[src/rtl/core_seq_pkg.sv]
// Shared opcode, state and decode-flag definitions for the core sequencer.
package core_seq_pkg;

  typedef enum logic [4:0] {
    OPC_SETDR = 5'h00, OPC_ADD  = 5'h01, OPC_SUB  = 5'h02, OPC_AND  = 5'h03,
    OPC_OR    = 5'h04, OPC_XOR  = 5'h05, OPC_LD   = 5'h06, OPC_LDI  = 5'h07,
    OPC_ST    = 5'h08, OPC_STI  = 5'h09, OPC_SHL  = 5'h0A, OPC_SHR  = 5'h0B,
    OPC_INC   = 5'h0C, OPC_DEC  = 5'h0D, OPC_NOT  = 5'h0E, OPC_MOV  = 5'h0F,
    OPC_ADC   = 5'h10, OPC_SBC  = 5'h11, OPC_ROL  = 5'h12, OPC_ROR  = 5'h13,
    OPC_CMPI  = 5'h14, OPC_CMPR = 5'h15, OPC_JMP  = 5'h16, OPC_JZ   = 5'h17,
    OPC_JFNZ  = 5'h18, OPC_JNZ  = 5'h19, OPC_NEG  = 5'h1A, OPC_SWAP = 5'h1B,
    OPC_CLR   = 5'h1C, OPC_SET  = 5'h1D, OPC_NOP  = 5'h1E, OPC_HALT = 5'h1F
  } op_t;

  typedef enum logic [2:0] {
    S_IDLE   = 3'd0,
    S_FETCH  = 3'd1,
    S_DECODE = 3'd2,
    S_EXEC   = 3'd3,
    S_MEM    = 3'd4,
    S_WB     = 3'd5,
    S_HALT   = 3'd6
  } state_t;

  localparam logic [4:0] OP_HALT  = 5'h1F;
  localparam logic [4:0] OP_CMP_I = 5'h14;
  localparam logic [4:0] OP_CMP_R = 5'h15;
  localparam logic [4:0] OP_SETDR = 5'h00;

  typedef struct packed {
    logic is_alu;
    logic is_wb;
    logic is_load;
    logic is_store;
    logic is_jump;
    logic is_halt;
  } op_flags_t;

endpackage

[src/rtl/core_seq_op_class.sv]
// Combinational opcode classifier: maps the 5-bit opcode onto phase-routing flags.
module core_seq_op_class
  import core_seq_pkg::*;
(
  input  logic [4:0] op,
  output op_flags_t  flags
);

  logic ld, st, jmp, hlt, alu;

  always_comb begin
    ld  = (op == OPC_LD)  || (op == OPC_LDI);
    st  = (op == OPC_ST)  || (op == OPC_STI);
    jmp = (op == OPC_JMP) || (op == OPC_JZ) || (op == OPC_JNZ) || (op == OPC_JFNZ);
    hlt = (op == OP_HALT);
    alu = !(ld || st || jmp || hlt);

    flags          = '0;
    flags.is_load  = ld;
    flags.is_store = st;
    flags.is_jump  = jmp;
    flags.is_halt  = hlt;
    flags.is_alu   = alu;
    // compares and setdr only update flags / the dr pointer, never a register
    flags.is_wb    = ld || (alu && (op != OP_CMP_I) && (op != OP_CMP_R) && (op != OP_SETDR));
  end

endmodule

[src/rtl/core_seq.sv]
// Multi-cycle control sequencer: fetch/decode/exec/mem/writeback with jump resolution.
// Owns pc and the reg_file write port; memory phase waits indefinitely on mem_ready.
module core_seq
  import core_seq_pkg::*;
#(
  parameter int PC_W  = 8,
  parameter int CNT_W = 16
) (
  input  logic             clk,
  input  logic             reset,
  input  logic             start,
  input  logic [8:0]       instr_in,
  input  logic [3:0]       dr_code,
  input  logic [7:0]       addr_base,
  input  logic             zero,
  input  logic             fb,
  input  logic             mem_ready,
  output logic [PC_W-1:0]  pc,
  output logic [4:0]       rf_instr,
  output logic [3:0]       rf_oprnd,
  output logic             rf_write_en,
  output logic [3:0]       rf_waddr,
  output logic             alu_en,
  output logic             mem_req,
  output logic             mem_we,
  output logic             busy,
  output logic             halted,
  output logic [CNT_W-1:0] retired
);

  localparam logic [2:0] IDLE   = S_IDLE;
  localparam logic [2:0] FETCH  = S_FETCH;
  localparam logic [2:0] DECODE = S_DECODE;
  localparam logic [2:0] EXEC   = S_EXEC;
  localparam logic [2:0] MEM    = S_MEM;
  localparam logic [2:0] WB     = S_WB;
  localparam logic [2:0] HALT   = S_HALT;

  logic [2:0]       state, state_nxt;
  logic [8:0]       ir;
  logic [PC_W-1:0]  pc_q, pc_nxt, pc_inc, pc_tgt;
  logic [CNT_W-1:0] retired_q;
  logic             retire, taken;
  op_flags_t        flags;

  core_seq_op_class u_op_class (
    .op    (ir[8:4]),
    .flags (flags)
  );

  assign pc_inc = pc_q + PC_W'(1);
  assign pc_tgt = PC_W'(addr_base) + PC_W'(ir[3:0]);

  always_comb begin
    taken = 1'b0;
    case (ir[8:4])
      OPC_JMP:  taken = 1'b1;
      OPC_JZ:   taken = zero;
      OPC_JNZ:  taken = !zero;
      OPC_JFNZ: taken = !fb;
      default:  taken = 1'b0;
    endcase
  end

  // retire marks the last phase of an instruction; pc advance rides with it
  always_comb begin
    state_nxt = state;
    pc_nxt    = pc_q;
    retire    = 1'b0;
    case (state)
      IDLE, HALT: begin
        if (start) begin
          state_nxt = FETCH;
          pc_nxt    = '0;
        end
      end
      FETCH: state_nxt = DECODE;
      DECODE: begin
        if (flags.is_halt) begin
          state_nxt = HALT;
          retire    = 1'b1;
        end else if (flags.is_load || flags.is_store) begin
          state_nxt = MEM;
        end else begin
          state_nxt = EXEC;
        end
      end
      EXEC: begin
        if (flags.is_jump) begin
          state_nxt = FETCH;
          pc_nxt    = taken ? pc_tgt : pc_inc;
          retire    = 1'b1;
        end else if (flags.is_wb) begin
          state_nxt = WB;
        end else begin
          state_nxt = FETCH;
          pc_nxt    = pc_inc;
          retire    = 1'b1;
        end
      end
      MEM: begin
        if (mem_ready) begin
          if (flags.is_load) begin
            state_nxt = WB;
          end else begin
            state_nxt = FETCH;
            pc_nxt    = pc_inc;
            retire    = 1'b1;
          end
        end
      end
      WB: begin
        state_nxt = FETCH;
        pc_nxt    = pc_inc;
        retire    = 1'b1;
      end
      default: state_nxt = IDLE;
    endcase
  end

  always_ff @(posedge clk) begin
    if (reset) begin
      state     <= IDLE;
      pc_q      <= '0;
      ir        <= '0;
      retired_q <= '0;
    end else begin
      state <= state_nxt;
      pc_q  <= pc_nxt;
      if (state == FETCH) ir <= instr_in;
      if (retire && (retired_q != '1)) retired_q <= retired_q + CNT_W'(1);
    end
  end

  assign pc          = pc_q;
  assign rf_instr    = ir[8:4];
  assign rf_oprnd    = ir[3:0];
  assign rf_write_en = (state == WB);
  assign rf_waddr    = (state == WB) ? dr_code : 4'h0;
  assign alu_en      = (state == EXEC) && flags.is_alu;
  assign mem_req     = (state == MEM);
  assign mem_we      = (state == MEM) && flags.is_store;
  assign busy        = (state != IDLE) && (state != HALT);
  assign halted      = (state == HALT);
  assign retired     = retired_q;

endmodule

[config.mk]
export PLATFORM = sky130hd
export DESIGN_NAME = core_seq
export DESIGN_NICKNAME = d
export VERILOG_FILES = /design/src/rtl/core_seq_pkg.sv /design/src/rtl/core_seq_op_class.sv /design/src/rtl/core_seq.sv
export SDC_FILE = /design/constraint.sdc
export NUM_CORES = 1
export LEC_CHECK = 0
export CAP_MARGIN = 20
export CORE_MARGIN = 2
export CORE_UTILIZATION = 25
export DETAILED_ROUTE_END_ITERATION = 10
export HOLD_SLACK_MARGIN = 0.02
export PLACE_DENSITY = 0.47
export SLEW_MARGIN = 15
export SYNTH_ARGS = -nofsm -noshare
export SYNTH_HDL_FRONTEND = slang
export SYNTH_SLANG_ARGS = --single-unit
[constraint.sdc]
create_clock -name clk -period 2.5 [get_ports clk]
set_clock_uncertainty 0.15 [all_clocks]
set_input_delay 0.5 -clock clk [delete_from_list [all_inputs] [get_ports clk]]
set_output_delay 0.5 -clock clk [all_outputs]
set_load 0.01 [all_outputs]
* Yosys cells after proc, flatten, opt, wreduce, memory -nomap -nowiden *
Index checks and enable logic that the tools add are counted.
W data, S select, Z words.

word-level totals
  bits in registers = 36
  word-level logic and storage cells = 79
  input bits = 27
  output and inout bits = 43

operators by class
  eq/ne operators = 23
  $add $sub $neg = 3
  mux-type cells = 23
  reductions and logical operators = 26

operators by type and width
  cell                     number
  $mux W8                  6
  $pmux W8 S4              1
  $eq A5 B5 Y1 const B     5
  $mux W3                  7
  $pmux W3 S6              1
  $add A16 B1 Y16 const B  1
  $ne A16 B16 Y1 const B   1
  $eq A5 B3 Y1 const B     2
  $eq A5 B4 Y1 const B     2
  $ne A5 B5 Y1 const B     2
  $eq A3 B3 Y1 const B     3
  $logic_or A1 B1 Y1       9
  $add A8 B1 Y8 const B    1
  $add A8 B4 Y8            1
  $pmux W1 S4              2
  $logic_and A1 B1 Y1      7
  $eq A3 B2 Y1 const B     2
  $ne A2 B2 Y1 const B     3
  $mux W1                  5
  $reduce_and A5 Y1        1
  $reduce_bool A5 Y1       1
  $mux W4                  1
  $reduce_bool A4 Y1       1
  $eq A3 B1 Y1 const B     1
  other kinds (7)          9

* Depth between registers and ports, before layout *
  depth in word-level cells = 15
  gate-level depth with buffers = 8
  gate-level depth less buffers = 7

* By module *
A second synthesis with hierarchy kept.

second synthesis, totals
  cell total of the unflattened synthesis = 318
  area total of the unflattened synthesis = 2529.9 µm²

modules (own cells, without submodules)
  module             instances  area each (µm²)  cells an instance
  core_seq           1          2397.3           299
  core_seq_op_class  1          132.6            19

* Least setup slack after synthesis *
No wires, ideal clock.

  path kind = register -> register
  start = register ir[5]
  end = register retired_q[5] (netlist: retired[5])
  cell stages (with the launch flop) = 8
  library setup time = 0.121 ns
  arrival time = 2.019 ns
  data required time = 2.229 ns
  slack = 0.211 ns
  path buffers = 2
  clock period less this slack = 2.289 ns
  cells stage by stage = dfxtp_1 buf_6 or4b_4 o221ai_2 a211oi_2 buf_6 nor4_1 mux2_2

between the ends
  longest elaborated chain between the ends = 15

RTL lines
  what                               RTL line                 text
  start: declaration                 core_seq.sv:40           logic [8:0] ir;
  start signal: assignment           core_seq.sv:130          if (state == FETCH) ir <= instr_in;
  $eq A5 B5 Y1                       core_seq_op_class.sv:14  jmp = (op == OPC_JMP) || (op == OPC_JZ) || (op == OPC_JNZ) || (op == OPC_JFNZ);
  $logic_or A1 B1 Y1 (3 in series)   core_seq_op_class.sv:14
  $logic_or A1 B1 Y1 (2 in series)   core_seq_op_class.sv:16  alu = !(ld || st || jmp || hlt);
  $logic_not A1 Y1                   core_seq_op_class.sv:16
  $logic_and A1 B1 Y1 (3 in series)  core_seq_op_class.sv:25  flags.is_wb = ld || (alu && (op != OP_CMP_I) && (op != OP_CMP_R) && (op != OP_SETDR));
  $logic_or A1 B1 Y1                 core_seq_op_class.sv:25
  $mux W1                            core_seq.sv:93           end else if (flags.is_wb) begin
  $mux W1                            core_seq.sv:89           if (flags.is_jump) begin
  $pmux W1 S4 (*)                    core_seq.sv:70           case (state)
  $logic_and A1 B1 Y1 (*)            core_seq.sv:131          if (retire && (retired_q != '1)) retired_q <= retired_q + CNT_W'(1);
  end signal: assignment             core_seq.sv:131
  end: declaration                   core_seq.sv:42           logic [CNT_W-1:0] retired_q;

Every way passes the cells marked *; elsewhere a longest branch is shown, timed or not.
A chain may end at the register's enable or synchronous reset.

* Worst setup path after layout *
  start = register state[2]
  end = output port busy

between the ends
  longest elaborated chain between the ends = 2

RTL lines
  what                                                       RTL line         text
  start: declaration                                         core_seq.sv:39   logic [2:0] state, state_nxt;
  start signal: assignment                                   core_seq.sv:128  state <= state_nxt;
  $ne A3 B3 Y1 / $reduce_bool A3 Y1 (equally long branches)  core_seq.sv:143  assign busy = (state != IDLE) && (state != HALT);
  $logic_and A1 B1 Y1 (*)                                    core_seq.sv:143
  end: declaration                                           core_seq.sv:26   output logic busy,

Marks and branches as above.

==> flow_summary.json <==
{
  "status": "completed",
  "drt_iter0_drc": 102,
  "rsz0062_at_grt": "no",
  "postCtsSetupRepairBufs": 0,
  "hold_ws_ns": 0.343,
  "die_height_um": 104,
  "slew_headroom_pct": 45.0,
  "insertion_delay_ns": 0.29,
  "ir_drop_mv": 0.180,
  "detail-route-antenna-nets": 0,
  "htreeDepth": 2,
  "synth_cells": 322,
  "syn-num-nets": 356,
  "final_common_cell": "clkdlybuf4s50_1",
  "port-buffer-count": 69,
  "cts_num_sinks": 36,
  "synth-edff-count": 0,
  "arrival_ns": 1.80,
  "die_w_um": 104,
  "vias": 2731,
  "synth.avg_cell_area_um2": 7.71,
  "dp_slack_ns": -0.188,
  "drc": 0,
  "hold_path.class": "reg -> reg",
  "max_freq_mhz": 408,
  "drv_cap": 0,
  "startpoint_type": "flip-flop",
  "drive_above_1_share_pct": 11.2,
  "routed_wl_um": 7770,
  "path_class": "reg -> out",
  "drt_first_pass_iters": 4,
  "leakage_nw": 1.21,
  "ys_warn_count": 0,
  "crit_required_ns": 1.85,
  "cts_buffer_depth": 2,
  "period_share_pct": 97.9,
  "yosysSeqAreaShare_pct": 29.0,
  "tightest_slew_ns": 0.815,
  "grtUsageTotal_pct": 14.4,
  "cts_tree": "yes",
  "slew_violations": 0,
  "core_um2": 9680,
  "antenna_found_initial": 0,
  "layout.nets": 434,
  "yosys.cell_types.count": 59,
  "area_delta_synth_final_pct": 42.1,
  "ys_ff_latch": 36,
  "dieArea_um2": 10700,
  "fin_crit_ns": 2.45,
  "cts_hold_buf": 0,
  "total_power_mw": 1.74,
  "grt_max_degree": 35,
  "cts_made_buffers": 5,
  "start_util_pct": 25.6,
  "p_per_area_nw_per_um2": 493,
  "cp-end-kind": "output pin",
  "row_count": 36,
  "grt_pass1_vias": 2686,
  "hold_viol": 0,
  "worst_slack_ns": 0.0513,
  "cts_root_buffer": "clkbuf_8",
  "grt_overflow_total": 0,
  "finalSetupViolations": 0,
  "vias_per_cell": 5.11,
  "async_flop_share_pct": 0,
  "synth_area_um2": 2480,
  "gp_congestion": 0.803,
  "synthFlopType": "dfxtp_1",
  "hpwl_um": 5720,
  "path_max_fanout": 12,
  "grt_pass1_wl_um": 13100,
  "final_cell_mix": "clkdlybuf4s50_1, a21oi_1, nand2_1, dfxtp_1, buf_4",
  "io_pins": 70,
  "wl_per_cell_um": 14.5,
  "antennaDiodeCount": 0,
  "cts.clk_slew.worst_paths_ns": 0.08
}
-- synthesized netlist by cell type, drive strengths merged, types with 3 or more instances --
master	n	area (µm²)
xnor2	4	35.0
or2	3	18.8
a21oi	38	190
buf	9	57.6
nand2b	3	18.8
a32oi	4	35.0
o32ai	3	26.3
clkbuf	12	45.0
and2	7	43.8
nor3	7	35.0
o31ai	17	128
dfxtp	36	721
nor2b	3	18.8
nand3	16	80.1
nor4	4	31.3
o211ai	3	22.5
nor2	12	45.0
or3	7	43.8
a211oi	5	42.5
or4	11	82.6
inv	13	48.8
ha	6	75.1
nand4	4	25.0
nand2	37	139
o21ai	9	45.0
and3	6	37.5
a22oi	6	45.0
-- worst max-delay path: stages (launching register included) --
cell	delay [ns]
dfxtp_2	0.37
nor2b_1	0.14
buf_4	0.17
or3_1	0.34
clkdlybuf4s50_1	0.48
-- final timing paths --
kind,to,slack (ns),from,depth (start not counted)
worst min-delay path,ir[3]$_SDFFE_PP0P_,0.34,ir[3]$_SDFFE_PP0P_,2
worst max register to register,pc[2]$_SDFFE_PP0P_,0.16,ir[5]$_SDFFE_PP0P_,6
worst min register to register,ir[3]$_SDFFE_PP0P_,0.34,ir[3]$_SDFFE_PP0P_,2
worst max-delay path,busy,0.05,state[2]$_SDFFE_PP0P_,4
-- where the power goes --
group | internal (mW) | switching (mW) | total (mW)
combinational | 0.310 | 0.328 | 0.638
clock | 0.199 | 0.219 | 0.419
sequential | 0.616 | 0.0642 | 0.680
-- stage by stage --
stage	instances	utilization, %	area, µm²	setup TNS (ns)
3_3_place_gp	526	35.5	3430	-0.816
3_5_place_dp	526	35.5	3430	-0.962
5_1_grt	534	36.4	3520	0
6_report	534	36.4	3520	0
4_1_cts	534	36.3	3520	0
2_1_floorplan	322	-	2480	0
-- metal layers --
| layer | vias to the layer above | global-route usage (%) | wire length (µm) |
|---|---|---|---|
| met3 | 13 | 3.59 | 422 |
| met2 | 74 | 22.9 | 3470 |
| met4 | 0 | 3.67 | 129 |
| met1 | 1265 | 19.4 | 3750 |
| li1 | 1379 | - | - |
| met5 | - | 0 | 0 |
-- final cells by class --
| type | instances | area, µm² |
|---|---|---|
| Clock inverter | 1 | 8.76 |
| Timing Repair Buffer | 92 | 887 |
| Multi-Input combinational cell | 252 | 1610 |
| Sequential cell | 36 | 723 |
| Clock buffer | 7 | 76.3 |
| Fill cell | 1022 | 6160 |
| Inverter | 13 | 48.8 |
| Tap cell | 133 | 166 |
-- sequential cells by signal, summed over array words and instances, names as in the netlist --
register,cells
ir,9
pc,8
retired,16
state,3
-- cell families after synthesis --
logic type / Yosys count / synth area share [%]
AOI/OAI and AO/OA: 106 / 29.1
xor gates and xnor gates: 6 / 2.12
adders and majority gates: 7 / 3.83
buffers and inverters: 34 / 6.10
DFF: 36 / 29.0
muxes: 1 / 0.454
and+or+nand+nor: 132 / 29.3
-- what timing repair did --
action | 4_1_cts | 5_1_grt
resized for setup | 3 | 2
setup endpoints to repair | 4 | 1
endpoints found under the hold margin | 0 | 0
pin swaps | 0 | 0
Note: power is estimated with default switching activity, not from simulation.
